**config.mk**
```make
export PLATFORM = sky130hd
export DESIGN_NAME = c_enc_flat
export DESIGN_NICKNAME = d
export VERILOG_FILES = /design/src/rtl/c_enc_if.sv /design/src/rtl/c_enc.sv /design/src/flat_wrapper.sv
export SDC_FILE = /design/constraint.sdc
export NUM_CORES = 1
export LEC_CHECK = 0
export ABC_AREA = 1
export CORE_MARGIN = 3
export CORE_UTILIZATION = 43
export CTS_CLUSTER_SIZE = 10
export DETAILED_ROUTE_END_ITERATION = 10
export PLACE_DENSITY = 0.74
export SETUP_SLACK_MARGIN = 0.05
export SYNTH_ARGS = -nofsm -noshare
export SYNTH_HDL_FRONTEND = slang
export SYNTH_SLANG_ARGS = --single-unit
```
**constraint.sdc**
```tcl
create_clock -name clk -period 1.15 [get_ports clk]
set_clock_uncertainty 0.2 [all_clocks]
set_input_delay 0.1725 -clock clk [delete_from_list [all_inputs] [get_ports clk]]
set_output_delay 0.1725 -clock clk [all_outputs]
set_load 0.02 [all_outputs]
```
**src/rtl/c_enc_if.sv**
```systemverilog
// c_enc stream interface: count in, unary word out.
// Both directions use a valid/ready handshake.
interface c_enc_if #(
  parameter int P_W  = 8,
  parameter int P_NW = 8
);
  logic            i_valid;
  logic [P_NW-1:0] i_n;
  logic            o_ready;
  logic            o_valid;
  logic [P_W-1:0]  o_x;
  logic [1:0]      o_kind;
  logic            i_ready;

  modport slave (
    input  i_valid, i_n, i_ready,
    output o_ready, o_valid, o_x, o_kind
  );

  modport master (
    output i_valid, i_n, i_ready,
    input  o_ready, o_valid, o_x, o_kind
  );
endinterface

```
**src/rtl/c_enc.sv**
```systemverilog
// c_enc: two-stage binary-to-thermometer encoder.
// Optional C_ENC_STATS_EN adds transfer/error counters.
module c_enc #(
  parameter int P_W             = 8,
  parameter int P_NW            = 8,
  parameter int P_IS_COMPLIMENT = 0
) (
  input  logic        clk,
  input  logic        rst,
  c_enc_if.slave      bus
`ifdef C_ENC_STATS_EN
  ,
  output logic [31:0] o_stat_words,
  output logic [31:0] o_stat_err
`endif
);

  localparam int CW_R = $clog2(P_W + 1);
  localparam int CW   = (P_NW > CW_R) ? P_NW : CW_R;

  logic            s1_valid_q, s1_valid_d;
  logic [P_NW-1:0] s1_n_q, s1_n_d;
  logic            s1_eq0_q, s1_eq0_d;
  logic            s1_full_q, s1_full_d;
  logic            s1_err_q, s1_err_d;

  logic            s2_valid_q, s2_valid_d;
  logic [P_W-1:0]  s2_x_q, s2_x_d;
  logic [1:0]      s2_kind_q, s2_kind_d;

  logic            s1_adv, s2_adv, in_xfer;
  logic [CW-1:0]   n_in, n_s1, w_ext;
  logic [P_W-1:0]  vec;
  logic [1:0]      kind;

  assign s2_adv  = ~s2_valid_q | bus.i_ready;
  assign s1_adv  = ~s1_valid_q | s2_adv;
  assign in_xfer = bus.i_valid & s1_adv;

  assign n_in  = CW'(bus.i_n);
  assign n_s1  = CW'(s1_n_q);
  assign w_ext = CW'(P_W);

  assign bus.o_ready = s1_adv;
  assign bus.o_valid = s2_valid_q;
  assign bus.o_x     = s2_x_q;
  assign bus.o_kind  = s2_kind_q;

  // Unary vector and kind from the stage-1 count.
  always_comb begin
    vec = '0;
    for (int i = 0; i < P_W; i++) begin
      vec[i] = (CW'(i) < n_s1);
    end
    if (s1_err_q) vec = '1;
    if (P_IS_COMPLIMENT != 0) vec = ~vec;
    kind = 2'd0;
    if (s1_err_q)       kind = 2'd3;
    else if (s1_full_q) kind = 2'd2;
    else if (s1_eq0_q)  kind = 2'd1;
  end

  // Next state for both stages under backpressure.
  always_comb begin
    s1_valid_d = s1_valid_q;
    s1_n_d     = s1_n_q;
    s1_eq0_d   = s1_eq0_q;
    s1_full_d  = s1_full_q;
    s1_err_d   = s1_err_q;
    s2_valid_d = s2_valid_q;
    s2_x_d     = s2_x_q;
    s2_kind_d  = s2_kind_q;
    if (s1_adv) s1_valid_d = bus.i_valid;
    if (in_xfer) begin
      s1_n_d    = bus.i_n;
      s1_eq0_d  = (n_in == '0);
      s1_full_d = (n_in == w_ext);
      s1_err_d  = (n_in > w_ext);
    end
    if (s2_adv) s2_valid_d = s1_valid_q;
    if (s2_adv && s1_valid_q) begin
      s2_x_d    = vec;
      s2_kind_d = kind;
    end
  end

  // Pipeline registers.
  always_ff @(posedge clk) begin
    if (rst) begin
      s1_valid_q <= 1'b0;
      s1_n_q     <= '0;
      s1_eq0_q   <= 1'b0;
      s1_full_q  <= 1'b0;
      s1_err_q   <= 1'b0;
      s2_valid_q <= 1'b0;
      s2_x_q     <= '0;
      s2_kind_q  <= 2'd0;
    end else begin
      s1_valid_q <= s1_valid_d;
      s1_n_q     <= s1_n_d;
      s1_eq0_q   <= s1_eq0_d;
      s1_full_q  <= s1_full_d;
      s1_err_q   <= s1_err_d;
      s2_valid_q <= s2_valid_d;
      s2_x_q     <= s2_x_d;
      s2_kind_q  <= s2_kind_d;
    end
  end

`ifdef C_ENC_STATS_EN
  logic        out_xfer;
  logic [31:0] words_q, words_d;
  logic [31:0] err_q, err_d;

  assign out_xfer     = s2_valid_q & bus.i_ready;
  assign o_stat_words = words_q;
  assign o_stat_err   = err_q;

  // Saturating counters of output transfers.
  always_comb begin
    words_d = words_q;
    err_d   = err_q;
    if (out_xfer && (words_q != '1)) words_d = words_q + 32'd1;
    if (out_xfer && (s2_kind_q == 2'd3) && (err_q != '1))
      err_d = err_q + 32'd1;
  end

  // Counter registers.
  always_ff @(posedge clk) begin
    if (rst) begin
      words_q <= '0;
      err_q   <= '0;
    end else begin
      words_q <= words_d;
      err_q   <= err_d;
    end
  end
`endif

endmodule

```
**src/flat_wrapper.sv**
```systemverilog
// flat-port wrapper written by rule: the top's interface ports become plain ports
module c_enc_flat 
#(
  parameter int P_W             = 8,
  parameter int P_NW            = 8,
  parameter int P_IS_COMPLIMENT = 0
)
  (clk, rst, bus_i_valid, bus_i_n, bus_i_ready, bus_o_ready, bus_o_valid, bus_o_x, bus_o_kind);
  c_enc_if #(.P_W(P_W), .P_NW(P_NW)) bus_i ();
  input  logic clk;
  input  logic rst;
  input wire logic [$bits(bus_i.i_valid)-1:0] bus_i_valid;
  input wire logic [$bits(bus_i.i_n)-1:0] bus_i_n;
  input wire logic [$bits(bus_i.i_ready)-1:0] bus_i_ready;
  output wire logic [$bits(bus_i.o_ready)-1:0] bus_o_ready;
  output wire logic [$bits(bus_i.o_valid)-1:0] bus_o_valid;
  output wire logic [$bits(bus_i.o_x)-1:0] bus_o_x;
  output wire logic [$bits(bus_i.o_kind)-1:0] bus_o_kind;
  assign bus_i.i_valid = bus_i_valid;
  assign bus_i.i_n = bus_i_n;
  assign bus_i.i_ready = bus_i_ready;
  assign bus_o_ready = bus_i.o_ready;
  assign bus_o_valid = bus_i.o_valid;
  assign bus_o_x = bus_i.o_x;
  assign bus_o_kind = bus_i.o_kind;
  c_enc #(.P_W(P_W), .P_NW(P_NW), .P_IS_COMPLIMENT(P_IS_COMPLIMENT)) u_core (.clk(clk), .rst(rst), .bus(bus_i));
endmodule
```
==> summary.txt <==
=================================================================================
Total length of routed wires .......................................     2.802 mm
Netlist area before placement ......................................    987.2 um2
Maxcap violations ..................................................            0
Worst-path clk slew ................................................      0.12 ns
Main synth FF type ................................................. sky130_fd_sc_hd__dfxtp_1
Fraction of the yosys area taken by sequential cells ...............       46.64%
Clock tree from TritonCTS ..........................................          yes
Longest Clk Path Bufs ..............................................            2
Cells after Synth ..................................................          138
Violated checks .................................................... negative setup slack
Area grow syn2layout ...............................................       64.89%
Synthesized net count ..............................................          150
Post-synthesis mux area share ......................................           0%
Actual slew at the worst max-slew pin ..............................    0.5895 ns
Effective utilization at floorplan .................................       47.88%
Total number of nets in the final design ...........................          190
Required time of the critical path .................................      0.78 ns
Leading cell types by count after synthesis ........................ sky130_fd_sc_hd__nor2_1 (27), sky130_fd_sc_hd__dfxtp_1 (23), sky130_fd_sc_hd__nand2_1 (17)
Leading cell type by number of instances after synthesis ........... sky130_fd_sc_hd__nor2_1
Fraction of power spent switching nets .............................       30.73%
Worst ir drop on vdd ...............................................  0.0007526 V
Critical path endpoint category ....................................   output pin
Worst hold margin ..................................................    0.1976 ns
Final Critical Period ..............................................     1.302 ns
Sequential fraction of design power ................................        51.9%
First-pass GRT wire length .........................................     4.050 mm
Xor/xnor share of the synthesized area .............................           0%
Kind of path behind the tightest hold check ........................    in -> reg
Half-perimeter wire length after placement .........................     1.536 mm
Share of the clock period used by the worst path after layout ......       113.2%
Library cell with the largest summed area after synthesis .......... sky130_fd_sc_hd__dfxtp_1
Highest attainable clock frequency .................................   0.7679 GHz
Final estimated routing congestion in global placement .............       0.7786
WP data arrival ....................................................      0.93 ns
Y dimension of the die .............................................     53.92 um
Outcome ............................................................ complete, but fails checks
Count of input and output buffers ..................................           23
Adder-cell area share of the yosys netlist .........................           0%
Final number of hold-violating endpoints ...........................            0
Area share of the largest cell type after synthesis ................       46.64%
Standby leakage power ..............................................    0.7058 nW
Total number of vias ...............................................        1,070
Area share of and/or/nand/nor cells after synthesis ................       26.87%
Layout filler cell count ...........................................          138
Max Transition Viols Final .........................................            0
Count of cell types in the netlist .................................           17
Remaining antenna violation count after routing ....................            0
Largest cells by area after synthesis .............................. sky130_fd_sc_hd__dfxtp_1 (47%), sky130_fd_sc_hd__nor2_1 (10%), sky130_fd_sc_hd__a21oi_1 (7.6%)
Cell internal power dissipation ....................................     1.199 mW
Number of antenna diodes ...........................................            0
Detailed-routing iteration count for the pre-antenna-repair pass ...            4
Worst setup margin .................................................   -0.1523 ns
Layout cell share with drive strength beyond 1 .....................       48.02%
Num Clock Sinks ....................................................           23
Via density per instance ...........................................        5.245
Number of enable-type register cells in the synthesized netlist ....            0
Main combinational cell family by area after synthesis ............. simple AND/OR/NAND/NOR gates
Yosys reg bits .....................................................           23
Power Dens Cells ...................................................  1064 nW/um2
RSZ-0062 raised after global routing ...............................         true
Final routed wire length divided by cell count .....................     13.74 um
Startpoint-to-endpoint class of the critical path ..................   reg -> out
Row Count ..........................................................           16
DRC errors left ....................................................            0
Die ar. ............................................................     2907 um2
Global Route Usage Sum .............................................       19.49%
Floorplan die width ................................................     53.92 um
Root cell of the clock tree ........................................ sky130_fd_sc_hd__clkbuf_4
Number of buffers created by CTS ...................................            3
Count of hold-fix buffers inserted at cts ..........................            0
Core Box Area ......................................................     2062 um2
Setup violators final ..............................................           29
Total power consumption of the routed design .......................     1.731 mW
Mapped Avg Cell Area ...............................................    7.154 um2
Maximum fanout count along the critical path .......................            3
Clock power frac ...................................................        21.7%
Fraction of synthesis flops using an asynchronous set or reset pin .           0%
Number of global-route vias before repair ..........................        1,023
Synth Area in Compound Gates .......................................       14.70%
Worst-skew pair later-pin latency ..................................      0.31 ns
Pin count of the biggest net entering global routing ...............           15
Number of top-level design ports ...................................           24
Net Sw Power .......................................................     532.1 uW
Initial DRC count ..................................................           33
Combinational cell fraction of total power .........................        26.4%
Synthesis Warnings .................................................            0
Antenna violations before repair ...................................            0
Deepest level of the CTS H-tree ....................................            1
GRT Residual Overflow ..............................................            0
Headroom to the max-slew limit .....................................       60.64%
Kind of start point of the critical path ...........................         flop
=================================================================================
worst paths after layout:
check	from	to	slack, ns	depth (start not counted)
worst max register to register	u_core.bus.o_valid	u_core.s1_err_q	-0.15	7
worst min-delay path	bus_i_ready	u_core.s1_valid_q	0.20	5
worst min register to register	u_core.n_s1[3]	u_core.n_s1[3]	0.29	2
worst max-delay path	u_core.bus.o_valid	bus_o_ready	-0.15	2
placed cells by master, fill, tap and decap left out, types with 2 or more instances in the layout:
cell / n
sky130_fd_sc_hd__nand3_2: 5
sky130_fd_sc_hd__inv_8: 2
sky130_fd_sc_hd__dfxtp_1: 9
sky130_fd_sc_hd__nor2_2: 7
sky130_fd_sc_hd__nand3_1: 7
sky130_fd_sc_hd__nor2_1: 17
sky130_fd_sc_hd__nand2_8: 4
sky130_fd_sc_hd__inv_2: 2
sky130_fd_sc_hd__nand2_1: 14
sky130_fd_sc_hd__o21ai_1: 5
sky130_fd_sc_hd__nand2_4: 3
sky130_fd_sc_hd__nor2_4: 4
sky130_fd_sc_hd__buf_6: 12
sky130_fd_sc_hd__dfxtp_2: 13
sky130_fd_sc_hd__buf_4: 12
sky130_fd_sc_hd__clkdlybuf4s50_1: 9
sky130_fd_sc_hd__a21oi_2: 3
sky130_fd_sc_hd__o21ai_2: 8
sky130_fd_sc_hd__clkbuf_4: 3
sky130_fd_sc_hd__a21oi_1: 12
sky130_fd_sc_hd__inv_1: 15
metal layers:
metal	GRT usage, %	wire length, um
met1	21.40	1135
met2	35.28	1416
met4	10.21	74
met5	0	0
met3	3.324	177
flip-flops by register name, indices dropped and copies added, names as in the netlist:
signal / count
u_core.s1_err_q: 1
u_core.s1_full_q: 1
u_core.s1_valid_q: 1
u_core.bus.o_valid: 1
u_core.bus.o_kind: 2
u_core.n_s1: 8
u_core.s1_eq0_q: 1
u_core.bus.o_x: 8
kinds of logic after synthesis:
kind of cell    count (synthesis)
simple gates                   62
buf+inv                        24
compound gates                 29
flops                          23
area by class of cell:
type | instances | area (um2) | share of cell area, %
sequential | 23 | 480.5 | 29.52
timing repair buffer | 36 | 351.6 | 21.60
timing repair inverter | 2 | 25.02 | 1.537
multi-input combinational | 93 | 624.3 | 38.36
inverter | 19 | 86.33 | 5.304
clock buffer | 4 | 26.28 | 1.614
tap | 27 | 33.78 | 2.075
power groups by stage:
stage / logic (mW) / registers, mW / clock network (mW)
finish: 0.456 / 0.899 / 0.376
global route: 0.490 / 0.906 / 0.404
CTS: 0.393 / 0.895 / 0.382
detailed placement: 0.325 / 0.900 / 0
global placement: 0.322 / 0.895 / 0
floorplan: 0.152 / 0.933 / 0
what timing repair did:
action | 4_1_cts | 5_1_grt
resized for setup | 118 | 33
setup buffers | 1 | 4
cloned | 3 | 1
endpoints found under the setup margin | 34 | 35
endpoints found under the hold margin | 0 | 0
pin swaps | 4 | 10
stage by stage:
stage               setup WS [ns]  std cells  cell area, um2  TNS (ns)  utilization, %
floorplan                -0.03258        138            1006   -0.3063               -
global placement          -0.5970        191            1290    -13.27           62.56
detailed placement        -0.6249        191            1290    -13.93           62.56
CTS                       -0.1309        199            1468    -1.892           71.18
global route              -0.2048        204            1628    -3.301           78.94
finish                    -0.1523        204            1628    -1.914           78.94
critical path: stages, from the launching register on:
cell	delay (ns)
sky130_fd_sc_hd__dfxtp_4	0.39
sky130_fd_sc_hd__nand3_4	0.08
sky130_fd_sc_hd__buf_6	0.14
No activity file was read; power rests on OpenSTA's default activity.
